`src/rtl/jram_loader.sv`:
```
// rtl/jram_loader.sv - stream-to-RAM boot loader with MAR/write/read-back sequencing
module jram_loader (
   input  logic       clk,
   input  logic       reset,
   input  logic       start,
   input  logic [7:0] base,
   input  logic [8:0] len,
   input  logic [7:0] in_data,
   input  logic       in_valid,
   output logic       in_ready,
   output logic [7:0] bas,
   output logic       wsa,
   output logic [7:0] bis,
   output logic       ws,
   output logic       we,
   input  logic [7:0] bos,
   output logic       busy,
   output logic       done,
   output logic       mismatch
);

   typedef enum logic [2:0] {
      S_IDLE,
      S_WAIT,
      S_SETA,
      S_HOLDA,
      S_WR,
      S_HOLDW,
      S_CHK
   } state_t;

   state_t     state_q, state_d;
   logic [7:0] addr_q, addr_d;
   logic [8:0] rem_q, rem_d;
   logic [7:0] data_q, data_d;
   logic [7:0] bas_q, bas_d;
   logic       done_q, done_d;
   logic       mismatch_q, mismatch_d;

   // State and datapath registers; reset abandons any load in flight.
   always_ff @(posedge clk) begin
      if (reset) begin
         state_q    <= S_IDLE;
         addr_q     <= 8'h00;
         rem_q      <= 9'h000;
         data_q     <= 8'h00;
         bas_q      <= 8'h00;
         done_q     <= 1'b0;
         mismatch_q <= 1'b0;
      end else begin
         state_q    <= state_d;
         addr_q     <= addr_d;
         rem_q      <= rem_d;
         data_q     <= data_d;
         bas_q      <= bas_d;
         done_q     <= done_d;
         mismatch_q <= mismatch_d;
      end
   end

   // Next-state logic and RAM strobe decode; one strobe per state keeps them exclusive.
   always_comb begin
      state_d    = state_q;
      addr_d     = addr_q;
      rem_d      = rem_q;
      data_d     = data_q;
      bas_d      = bas_q;
      done_d     = 1'b0;
      mismatch_d = mismatch_q;
      in_ready   = 1'b0;
      wsa        = 1'b0;
      ws         = 1'b0;
      we         = 1'b0;
      bis        = 8'h00;

      case (state_q)
         S_IDLE: begin
            if (start) begin
               addr_d     = base;
               rem_d      = len;
               mismatch_d = 1'b0;
               if (len == 9'd0) begin
                  done_d = 1'b1;
               end else begin
                  state_d = S_WAIT;
               end
            end
         end
         S_WAIT: begin
            in_ready = 1'b1;
            if (in_valid) begin
               data_d  = in_data;
               // Load the MAR bus register now so it already shows addr during SETA.
               bas_d   = addr_q;
               state_d = S_SETA;
            end
         end
         S_SETA: begin
            wsa     = 1'b1;
            state_d = S_HOLDA;
         end
         S_HOLDA: begin
            state_d = S_WR;
         end
         S_WR: begin
            bis     = data_q;
            ws      = 1'b1;
            state_d = S_HOLDW;
         end
         S_HOLDW: begin
            bis     = data_q;
            state_d = S_CHK;
         end
         S_CHK: begin
            we = 1'b1;
            if (bos != data_q) begin
               mismatch_d = 1'b1;
            end
            addr_d = addr_q + 8'd1;
            rem_d  = rem_q - 9'd1;
            if (rem_q == 9'd1) begin
               done_d  = 1'b1;
               state_d = S_IDLE;
            end else begin
               state_d = S_WAIT;
            end
         end
         default: begin
            state_d = S_IDLE;
         end
      endcase
   end

   assign busy     = (state_q != S_IDLE);
   assign bas      = bas_q;
   assign done     = done_q;
   assign mismatch = mismatch_q;

endmodule

```
`config.mk`:
```
export PLATFORM = sky130hd
export DESIGN_NAME = jram_loader
export DESIGN_NICKNAME = d
export VERILOG_FILES = /design/src/rtl/jram_loader.sv
export SDC_FILE = /design/constraint.sdc
export NUM_CORES = 1
export LEC_CHECK = 0
export ABC_AREA = 0
export BUFFER_PORTS_ARGS = -buffer_cell sky130_fd_sc_hd__buf_2
export CAP_MARGIN = 20
export CORE_MARGIN = 5
export CORE_UTILIZATION = 51
export CTS_CLUSTER_SIZE = 14
export DETAILED_ROUTE_END_ITERATION = 12
export GPL_TIMING_DRIVEN = 0
export PLACE_DENSITY = 0.85
export SETUP_SLACK_MARGIN = 0.2
export SLEW_MARGIN = 25
export SYNTH_ARGS = -nofsm -noshare
export SYNTH_HDL_FRONTEND = slang
export SYNTH_SLANG_ARGS = --single-unit
```
`constraint.sdc`:
```
create_clock -name clk -period 2.1 [get_ports clk]
set_input_delay 0.105 -clock clk [delete_from_list [all_inputs] [get_ports clk]]
set_output_delay 0.105 -clock clk [all_outputs]
set_load 0.02 [all_outputs]
```
# After elaboration in Yosys (flattened, before gate mapping)

Cells that the tools add are included.
Widths: inputs -> output; s select.

RAM bits: 0
Memories: 0
Latch bits: 0
Input port bits: 37
Register bits after elaboration: 38
Logic and storage cells: 51
ROM bits: 0

Order comparisons: 0
$mul: 0
Reduce and logical (&&, ||, !) cells: 9
$add $sub $neg: 2
Eq/ne operators: 12
Muxes and demuxes: 21
Shifts and indexed selects: 0
Bitwise logic cells: 0
Div/mod/pow operators: 0

Operators by type and width:

| kind                | count |
|---|---|
| $pmux 3 s7          | 1 |
| $pmux 9 s2          | 1 |
| $mux 8              | 2 |
| $pmux 8 s2          | 1 |
| $mux 1              | 10 |
| $eq 3x3->1 const B  | 3 |
| $eq 9x1->1 const B  | 1 |
| $logic_not 9->1     | 1 |
| $mux 3              | 3 |
| $mux 9              | 1 |
| $sub 9x1->9 const B | 1 |
| $add 8x1->8 const B | 1 |
| $ne 2x2->1 const B  | 4 |
| $ne 8x8->1          | 1 |
| $eq 3x2->1 const B  | 2 |
| $reduce_and 3->1    | 2 |
| $pmux 1 s2          | 2 |
| $reduce_and 2->1    | 2 |
| $eq 3x1->1 const B  | 1 |
| $logic_not 3->1     | 1 |
| $reduce_bool 3->1   | 1 |
| $reduce_bool 2->1   | 1 |
| $reduce_or 2->1     | 1 |

# Depth between registers and ports, before layout

Depth after elaboration: 4
Depth in mapped cells: 7

# Worst setup path after synthesis

No wires, ideal clock.

Path kind: flip-flop to flip-flop
Start point: register state_q[1]
End point: register addr_q[0]
Buffers on the path: 2
Path slack: 0.614 ns
Arrival time: 1.367 ns
Cell stages (with the launch flop): 5
Setup time: 0.119 ns
Cells stage by stage: dfxtp_1 -> or4b_1 -> clkbuf_1 -> buf_6 -> o221a_2

Longest elaborated chain between the ends: 3
Elaborated cells on any way between the ends: 6
Those cells by class: eq/ne: 2; mux: 1; reduce/logical: 3

Ends and longest elaborated chain:

| item                                                             | RTL line | text |
|---|---|---|
| start, declared                                                  | 32       | `state_t state_q, state_d;` |
| start signal, assigned                                           | 51       | `state_q <= state_d;` |
| $eq 3x3->1 / $logic_not 3->1 (equally long branches)             | 76       | `case (state_q)` |
| $reduce_bool 2->1 (no line) / $ne 2x2->1 (equally long branches) | -        |  |
| $reduce_and 2->1 (no line)                                       | -        |  |
| end signal, assigned                                             | 52       | `addr_q <= addr_d;` |
| end, declared                                                    | 33       | `logic [7:0] addr_q, addr_d;` |

Several ways; a longest one is shown, not always the timed one.
A chain may end at the register's enable or synchronous reset.

# Worst setup path in the final report

Start point: register state_q[2]
End point: register rem_q[0]

Longest elaborated chain between the ends: 3
Elaborated cells on any way between the ends: 6
Those cells by class: eq/ne: 2; mux: 1; reduce/logical: 3

Ends and longest elaborated chain:

| item                                                             | RTL line | text |
|---|---|---|
| $eq 3x3->1 / $logic_not 3->1 (equally long branches)             | 76       |  |
| $reduce_bool 2->1 (no line) / $ne 2x2->1 (equally long branches) | -        |  |
| $reduce_and 2->1 (no line)                                       | -        |  |
| end signal, assigned                                             | 53       | `rem_q <= rem_d;` |
| end, declared                                                    | 34       | `logic [8:0] rem_q, rem_d;` |

Several ways; a longest one is shown, not always the timed one.

==> flow_summary.yaml <==
run_status:
  status: "finished clean"
sta:
  hold_slack_ns: 0.0496
  final-max-slew-violation-count: 0
  worst_clock_skew_ns: 0.00475
  post-route-worst-setup-slack_ns: 0.366
  fin_crit_ns: 1.73
  finalSetupTns_ns: 0
  post-route-period-util: 0.826
  hold_viol_final: 0
  finalSetupViolations: 0
  slew_headroom: 0.618
  tightest_slew_ns: 0.572
  timing.fmax_ghz: 0.577
  grt_setup_unrepaired: "no"
placement:
  port_buffers: 58
  hpwl_um: 3620
  place_ws_ns: 0.424
  globalplace.congestion: 0.823
  dp.cells: 344
power_and_ir_drop:
  power_mw: 1.64
  internal_power_mw: 1.17
  clockPowerShare: 0.317
  p_seq_frac: 0.494
  comb_power_share: 0.189
  switching_power_mw: 0.473
  irDropWorstVdd_v: 0.000363
  power_density_nw_per_um2: 687
  swShare: 0.288
  cellLeakagePower_nw: 1.01
setup_path:
  crit_path_max_incr_delay_ns: 0.52
  crit_chain: "buf_4 -> nor4b_4 -> nor2_1 -> a2111oi_2"
  path_max_fanout: 10
  cp-start-kind: "register"
  critical_path_class: "reg2reg"
  required_ns: 2.28
  crit_path_end_kind: "register"
  crit_slowest_cell: "nor4b_4"
  arrival_ns: 1.92
yosys:
  syn_area_um2: 1940
  ys_top_cells_by_count: "nand2_1 (42), dfxtp_1 (38), a21oi_1 (31)"
  ys_types: 49
  synth-edff-count: 0
  synth_top_area_frac: 0.392
  synthTopCellsByArea: "dfxtp_1 (39%), nand2_1 (8.1%), a21oi_1 (8.0%)"
  async_flop_share: 0
  ys_seq_area_frac: 0.392
  yosys_warnings: 0
  synth_ff_type: "dfxtp_1"
  ys_ff_latch: 38
  synth.most_common_cell: "nand2_1"
  yosys.area.top_type: "dfxtp_1"
  synthCells: 238
  avgSynthCellArea_um2: 8.16
  syn_nets: 278
cells_and_area:
  diodes: 0
  final_cells: 352
  area_delta_synth_final_pct: 22.9
  seqCellArea_um2: 761
  num-nets-final: 343
  multi_input_area_um2: 1080
  layout-drive-gt1-share: 0.270
  num-fill-cells: 328
drt:
  viasPerCell: 5.55
  route.detailed.drc: 0
  first_pass_iters: 4
  drtIter0Drc: 78
  drt-wirelength-per-cell_um: 13.9
  routed_wl_um: 4880
  vias: 1955
  drtAntennaViolNets: 0
global_route:
  grt_max_degree: 13
  grtUsageTotal: 0.194
  antenna_found_initial: 0
  grt_pass1_wl_um: 8050
  grt_pass1_vias: 1810
  gr-total-overflow: 0
flow_run:
  max_cap_violations: 0
die:
  coreArea_um2: 3690
  dieWidth_um: 71.7
  row_count: 22
  initial_utilization: 0.526
  io_pins: 60
  die_h_um: 71.7
  dieArea_um2: 5140
clock_network:
  cts_buffers: 5
  cts_sinks: 38
  htree_num_levels: 2
  cts_tree: "built"
  path_clk_slew_ns: 0.08
  clk-insertion-delay-late_ns: 0.29
  cts-hold-fix-buffers: 0
  cts_setup_buffers: 0
  root_buffer: "clkbuf_8"
  cts_max_path_buffers: 2
  postCtsResizedCells: 0
hold_path:
  hold_path.class: "in2reg"
[worst paths after layout]
check | cells after the start | from | slack (ns) | endpoint
max | 4 | state_q[2] | 0.37 | rem_q[0]
min | 3 | in_data[3] | 0.05 | data_q[3]
max reg2reg | 4 | state_q[2] | 0.37 | rem_q[0]
min reg2reg | 2 | bas[2] | 0.45 | bas[2]
[state kept, by name (all words and copies together) (netlist names)]
name and cells:
addr_q 8, bas 8, data_q 8, done 1, mismatch 1, rem_q 9, state_q 3
[power by group through the flow]
stage | clock [mW] | combinational (mW) | sequential, mW
6_report | 0.520 | 0.310 | 0.810
5_1_grt | 0.551 | 0.345 | 0.818
4_1_cts | 0.530 | 0.309 | 0.809
3_5_place_dp | 0 | 0.308 | 0.825
3_3_place_gp | 0 | 0.300 | 0.823
2_1_floorplan | 0 | 0.212 | 0.820
[layer usage]
metal | share of wire | global-route usage | routed length (um) | up-vias
li1 | - | - | - | 973
met1 | 0.44 | 0.251 | 2150 | 901
met2 | 0.45 | 0.311 | 2220 | 72
met3 | 0.091 | 0.0561 | 446 | 9
met4 | 0.014 | 0.0585 | 70 | 0
met5 | 0 | 0 | 0 | -
[placed cells by master (no fill, tap or decap), drive strengths merged, types with 2 or more instances in the layout]
cell and instances:
a2111oi 2, xnor2 8, and2 11, buf 67, a21oi 31, nand3 9, a2bb2oi 4, a31oi 2
nor4 6, nor2 18, nand2 42, o311ai 2, a32oi 2, o21ai 6, nor3 5, a311oi 2
dfxtp 38, ha 3, clkbuf 12, nand3b 2, or3 2, inv 5, nand4 5
[worst max-delay path, delay by kind of cell, from the launching register on]
kind / cells / cell delay (ns)
and+or+nand+nor: 2 / 0.71
buffers and inverters: 1 / 0.18
AOI/OAI and AO/OA: 1 / 0.41
DFF: 1 / 0.32
[area by class of cell]
cell class,count,area share
plain buffers,15,0.0362
clock buffers,6,0.0346
clock inverters,2,0.00524
inverters,5,0.00786
multi-input cells,180,0.451
flip-flops and latches,38,0.319
well taps,48,0.0252
repair buffers,58,0.122
[stage by stage]
step / util / area, um2
6_report: 0.647 / 2390
5_1_grt: 0.647 / 2390
4_1_cts: 0.647 / 2390
3_5_place_dp: 0.621 / 2290
3_3_place_gp: 0.621 / 2290
2_1_floorplan: - / 1940
[cells by family after synthesis]
| logic type | after synthesis | synth area share |
|---|---|---|
| and+or+nand+nor | 110 | 0.303 |
| AOI/OAI and AO/OA | 59 | 0.196 |
| DFF | 38 | 0.392 |
| buffers and inverters | 20 | 0.0541 |
| xor gates and xnor gates | 8 | 0.0361 |
| adders and majority gates | 3 | 0.0193 |
Power figures use the tool's default switching activity.
